<file path="src/rtl/seq_detector_param.sv">
// Run-time programmable serial pattern detector: pattern, length (2..MAX_LEN) and overlap mode.
// Define SEQDET_MATCH_CNT_EN to build the saturating MATCH_CNT counter; otherwise MATCH_CNT is 0.
module seq_detector_param #(
    parameter int MAX_LEN = 8,
    parameter int CNT_W   = 16,
    parameter int LEN_W   = $clog2(MAX_LEN + 1)
) (
    input  logic               CLK,
    input  logic               RST,
    input  logic               EN,
    input  logic               CFG_LD,
    input  logic [MAX_LEN-1:0] CFG_PAT,
    input  logic [LEN_W-1:0]   CFG_LEN,
    input  logic               CFG_OVL,
    input  logic               IN_VLD,
    input  logic               IN,
    output logic               MATCH,
    output logic [CNT_W-1:0]   MATCH_CNT
);

    typedef enum logic [1:0] {
        ST_IDLE = 2'd0,
        ST_FILL = 2'd1,
        ST_HUNT = 2'd2
    } state_t;

    localparam logic [LEN_W-1:0]   LEN_ONE = LEN_W'(1);
    localparam logic [LEN_W-1:0]   LEN_MIN = LEN_W'(2);
    localparam logic [LEN_W-1:0]   LEN_MAX = LEN_W'(MAX_LEN);
    localparam logic [LEN_W-1:0]   RST_LEN = LEN_W'((MAX_LEN < 5) ? MAX_LEN : 5);
    localparam logic [MAX_LEN-1:0] RST_PAT = MAX_LEN'(5'b10011);

    state_t               state_q, state_d;
    logic [MAX_LEN-1:0]   pat_q, pat_d;
    logic [LEN_W-1:0]     len_q, len_d;
    logic                 ovl_q, ovl_d;
    // The incoming bit completes the compare word, so only MAX_LEN-1 history bits are ever needed.
    logic [MAX_LEN-2:0]   hist_q, hist_d;
    logic [LEN_W-1:0]     fill_q, fill_d;
    logic                 match_q, match_d;

    logic                 accept;
    logic                 hit;
    logic [LEN_W-1:0]     len_clamped;
    logic [MAX_LEN-1:0]   cmp_word;
    logic [MAX_LEN-1:0]   len_mask;

    genvar gi;
    generate
        for (gi = 0; gi < MAX_LEN; gi++) begin : g_mask
            assign len_mask[gi] = (LEN_W'(gi) < len_q);
        end
    endgenerate

    assign accept   = IN_VLD & EN & ~CFG_LD;
    assign cmp_word = {hist_q, IN};
    assign hit      = accept && (fill_q >= (len_q - LEN_ONE)) &&
                      (((cmp_word ^ pat_q) & len_mask) == '0);

    always_comb begin
        len_clamped = CFG_LEN;
        if (CFG_LEN < LEN_MIN) begin
            len_clamped = LEN_MIN;
        end else if (CFG_LEN > LEN_MAX) begin
            len_clamped = LEN_MAX;
        end
    end

    always_comb begin
        pat_d   = pat_q;
        len_d   = len_q;
        ovl_d   = ovl_q;
        hist_d  = hist_q;
        fill_d  = fill_q;
        match_d = 1'b0;
        state_d = state_q;

        if (CFG_LD) begin
            pat_d   = CFG_PAT;
            len_d   = len_clamped;
            ovl_d   = CFG_OVL;
            hist_d  = '0;
            fill_d  = '0;
            state_d = EN ? ST_FILL : ST_IDLE;
        end else begin
            if (accept) begin
                hist_d = cmp_word[MAX_LEN-2:0];
                if (fill_q < len_q) begin
                    fill_d = fill_q + LEN_ONE;
                end
            end
            if (hit) begin
                match_d = 1'b1;
                // Non-overlapping mode: the matched bits may not seed the next match.
                if (!ovl_q) begin
                    hist_d = '0;
                    fill_d = '0;
                end
            end

            if (!EN) begin
                state_d = ST_IDLE;
            end else begin
                case (state_q)
                    ST_IDLE: state_d = (fill_d < (len_q - LEN_ONE)) ? ST_FILL : ST_HUNT;
                    ST_FILL: if (fill_d >= (len_q - LEN_ONE)) state_d = ST_HUNT;
                    ST_HUNT: if (hit && !ovl_q) state_d = ST_FILL;
                    default: state_d = ST_IDLE;
                endcase
            end
        end
    end

    always_ff @(posedge CLK or posedge RST) begin
        if (RST) begin
            state_q <= ST_IDLE;
            pat_q   <= RST_PAT;
            len_q   <= RST_LEN;
            ovl_q   <= 1'b1;
            hist_q  <= '0;
            fill_q  <= '0;
            match_q <= 1'b0;
        end else begin
            state_q <= state_d;
            pat_q   <= pat_d;
            len_q   <= len_d;
            ovl_q   <= ovl_d;
            hist_q  <= hist_d;
            fill_q  <= fill_d;
            match_q <= match_d;
        end
    end

    assign MATCH = match_q;

`ifdef SEQDET_MATCH_CNT_EN
    localparam logic [CNT_W-1:0] CNT_MAX = {CNT_W{1'b1}};
    logic [CNT_W-1:0] cnt_q, cnt_d;

    // Counts on the hit itself so MATCH_CNT steps in the same cycle MATCH is high.
    always_comb begin
        cnt_d = cnt_q;
        if (CFG_LD) begin
            cnt_d = '0;
        end else if (hit && (cnt_q != CNT_MAX)) begin
            cnt_d = cnt_q + CNT_W'(1);
        end
    end

    always_ff @(posedge CLK or posedge RST) begin
        if (RST) begin
            cnt_q <= '0;
        end else begin
            cnt_q <= cnt_d;
        end
    end

    assign MATCH_CNT = cnt_q;
`else
    assign MATCH_CNT = '0;
`endif

endmodule

</file>
<file path="config.mk">
export PLATFORM = sky130hd
export DESIGN_NAME = seq_detector_param
export DESIGN_NICKNAME = d
export VERILOG_FILES = /design/src/rtl/seq_detector_param.sv
export SDC_FILE = /design/constraint.sdc
export NUM_CORES = 1
export LEC_CHECK = 0
export BUFFER_PORTS_ARGS = -buffer_cell sky130_fd_sc_hd__buf_2
export CAP_MARGIN = 20
export CORE_ASPECT_RATIO = 0.75
export CORE_MARGIN = 1.5
export CORE_UTILIZATION = 50
export CTS_BUF_LIST = sky130_fd_sc_hd__clkbuf_8
export DETAILED_ROUTE_END_ITERATION = 8
export PLACE_DENSITY_LB_ADDON = 0.15
export REMOVE_ABC_BUFFERS = 1
export SLEW_MARGIN = 25
export SYNTH_ARGS = -nofsm -noshare
export SYNTH_HDL_FRONTEND = slang
export SYNTH_SLANG_ARGS = --single-unit
</file>
<file path="constraint.sdc">
create_clock -name CLK -period 2.55 [get_ports CLK]
set_input_delay 0.255 -clock CLK [delete_from_list [all_inputs] [get_ports CLK]]
set_output_delay 0.255 -clock CLK [all_outputs]
set_load 0.01 [all_outputs]
</file>
==> metrics.md <==
| Metric | Value |
|---|---|
| Post-layout minimum cycle time | `between 2 and 2.5 ns` |
| Sequential share of power | `between 50 and 60%` |
| Post-synth top area cell | `dfrtp_1` |
| Final WL | `about 2900 um` |
| Die width | `around 69 um` |
| Crit Path Category | `reg2reg` |
| Global placement routability congestion | `0.7848` |
| Status | `finished clean` |
| H-tree depth | `1` |
| Antenna cells | `0` |
| Drt wl/cell | `around 14 um` |
| Routed vias | `about 1100` |
| Drc violations | `0` |
| Net Sw Frac | `a little under 30%` |
| Top-area cell type share of the netlist area | `28.68%` |
| Max cap viols | `0` |
| Crit path max fanout | `11` |
| FF+latch count, synth | `25` |
| Final non-filler cell total | `just over 200` |
| Gr usage total | `~17%` |
| Clk sinks | `25` |
| Slew headroom | `between 60 and 70%` |
| Vias in the first global route | `approximately 1000` |
| Fin crit share | `between 80 and 90%` |
| DRT iter0 DRCs | `35` |
| Hold Vio Cnt, Final | `0` |
| TritonCTS Buffers | `3` |
| Longest Clk Path Bufs | `2` |
| PostCTS Resize Cnt | `0` |
| Mean post-synth cell area | `approximately 11 um^2` |
| Drt pass-1 iters | `4` |
| Placed Cells | `202` |
| I/O pin total | `36` |
| Worst setup SP type | `register` |
| Worst-margin pin slew | `~0.52 ns` |
| Synth area leaders | `dfrtp_1 (29%), dfstp_2 (9.5%), ha_1 (9.1%)` |
| Clock power frac | `between 20% and 30%` |
| Detail Route Antenna Nets | `0` |
| Clk pin slew, worst setup/hold paths | `roughly 0.090 ns` |
| Hold Buf Count CTS | `0` |
| Initial antenna violation count | `0` |
| Layout Nets | `200` |
| Total die area | `between 3000 and 4000 um^2` |
| GR Layer Usage met2 | `27.88%` |
| Worst clock skew | `between 0.004 and 0.005 ns` |
| Slew Limit Fails | `0` |
| Core area | `3042 um^2` |
| Pleak | `0.7803 nW` |
| Sequential fraction of the synthesis area | `a little under two fifths` |
| Placed Area | `approximately 1700 um^2` |
| Synth Flop Type | `dfrtp_1` |
| Grt ovf | `0` |
| Internal power | `~0.00063 W` |
| Hold slack | `0.0003259 ns` |
| Post-CTS setup buffer count | `0` |
| Total power divided by cell area | `roughly 520 nW/um^2` |
| Largest net degree at the start of global routing | `29` |
| Hold Path Class | `in2async` |
| FP Rows | `17` |
| Worst vdd rail ir drop | `~0.42 mV` |
| Setup Viol. Count Final | `0` |
| Comb power frac | `20.7%` |
| Synth top cells by count | `dfrtp_1 (19), buf_4 (17), ha_1 (12), nor3_2 (12)` |
| Post-DP HPWL | `2261 um` |
| Buffers on Ports | `19` |
| CTS Root Cell | `clkbuf_8` |
| Final-layout fill cell count | `266` |
| First-pass GRT wire length | `~4800 um` |
| CTS tree | `yes` |
| Post-synthesis cell type count | `34` |
| Initial core utilization | `approximately 55%` |
| Synth warn | `0` |
| Net Switching | `~0.00026 W` |
| Area Overhead vs Synth | `4.227%` |
| Design Area, Final | `~1700 um^2` |
| Skew-Pair Late Insertion Delay | `approximately 0.28 ns` |
| Setup_tns | `0 ns` |
| FFs w/ async S/R, synth | `100.0%` |
| Critical Path End Type | `register` |
| Critical Path RT | `roughly 2.7 ns` |
| Met1 Use GR | `around 22%` |
| Syn Inst Count | `153` |
| Met3 Track Usage GR | `4.952%` |
| RSZ-0062 raised after global routing | `false` |
| Post-synth EDFFs | `0` |
| Max Fclk | `approximately 0.48 GHz` |
| Vert. Die Dim | `52.87 um` |
| Most numerous cell in the Yosys netlist | `dfrtp_1` |
| Vias per inst | `approximately 5.2` |
| Layout cells sized above 1 | `approximately 35%` |
| Busiest grt layer | `met2` |
| WP data arrival | `2.26 ns` |
| Post-Syn Area | `between 1500 and 2000 um^2` |
-- registers in the layout, summed over array words and instances (netlist names) --
name    flops
ovl_q       1
pat_q       8
hist_q      7
fill_q      4
len_q       4
MATCH       1
-- power by group through the flow --
stage	Combinational, W	Clock, W	Sequential, W
after detailed placement	0.000185	0	0.000469
final	0.000184	0.000245	0.000462
after CTS	0.000185	0.000249	0.000462
after floorplan	0.000135	0	0.000461
after global routing	0.000205	0.000265	0.000466
after global placement	0.000179	0	0.000468
-- through the flow --
| stage | power, W | utilization [%] | setup WS [ns] |
|---|---|---|---|
| final | 0.0008909 | 56.81 | 0.4474 |
| after global routing | 0.0009360 | 56.81 | 0.2688 |
| after CTS | 0.0008955 | 56.81 | 0.4451 |
| after detailed placement | 0.0006542 | 55.20 | 0.4469 |
| after global placement | 0.0006465 | 55.20 | 0.5078 |
| after floorplan | 0.0005964 | - | 0.6063 |
-- critical path, stage by stage, from the launching register on --
cell	delay, ns
dfstp_2	0.58
inv_1	0.08
ha_1	0.24
xnor2_1	0.13
ha_1	0.27
o21ai_0	0.07
o21bai_1	0.16
and4_4	0.37
nor3_1	0.08
-- cells by family (layout without fill, tap and decap cells) --
group | Yosys count | count (layout) | synth area share, %
fa+ha+maj | 12 | 12 | 9.056
compound gates | 26 | 26 | 9.736
simple gates | 35 | 35 | 16.45
mux | 10 | 10 | 6.717
other cells | 1 | 16 | 0.2262
xor+xnor | 13 | 13 | 6.868
buf+inv | 31 | 31 | 12.75
flops | 25 | 25 | 38.19
-- cells in the final DEF (no fill, tap or decap), drive strengths merged --
master    instances
dfrtp            19
nand2b            4
dfstp             6
a21oi             6
mux2i             1
mux2              9
clkinvlp          1
nand2             5
o21ai             6
nor2              5
a211oi            2
o211ai            1
and4              1
nor4              1
conb             16
buf              20
inv               7
nand3             2
o22ai            10
nor3             14
nor4b             2
xor2              3
o21bai            1
xnor2            10
and2              1
clkbuf            3
ha               12
-- routing by layer --
layer	up-vias	wire [um]
li1	527	-
met1	514	1433
met2	35	1307
met3	0	146
met4	0	0
met5	-	0
-- layout make-up --
cell class              count  area (um^2)  area share, %
repair buffers             20        102.6          5.938
well taps                  38        47.55          2.752
clock inverters             1        7.507         0.4345
clock buffers               3        41.29          2.390
multi-input cells         112        869.6          50.33
flip-flops and latches     25        633.1          36.64
inverters                   7        26.28          1.521
-- worst paths after layout --
| kind | cells after the start | slack, ns | startpoint | endpoint |
|---|---|---|---|---|
| min in group CLK | 2 | 0.18 | CFG_LEN[3] | len_q[2]$_DFFE_PP1P_ |
| min reg2reg | 1 | 0.54 | pat_q[3]$_DFFE_PP0P_ | pat_q[3]$_DFFE_PP0P_ |
| min | 2 | 0.0003 | RST | fill_q[2]$_DFF_PP0_ |
| max reg2reg | 8 | 0.45 | len_q[0]$_DFFE_PP1P_ | hist_q[6]$_DFF_PP0_ |
| max | 8 | 0.45 | len_q[0]$_DFFE_PP1P_ | hist_q[6]$_DFF_PP0_ |
| max in group asynchronous | 2 | 2.18 | RST | len_q[0]$_DFFE_PP1P_ |
No activity file was read; power rests on OpenSTA's default activity.
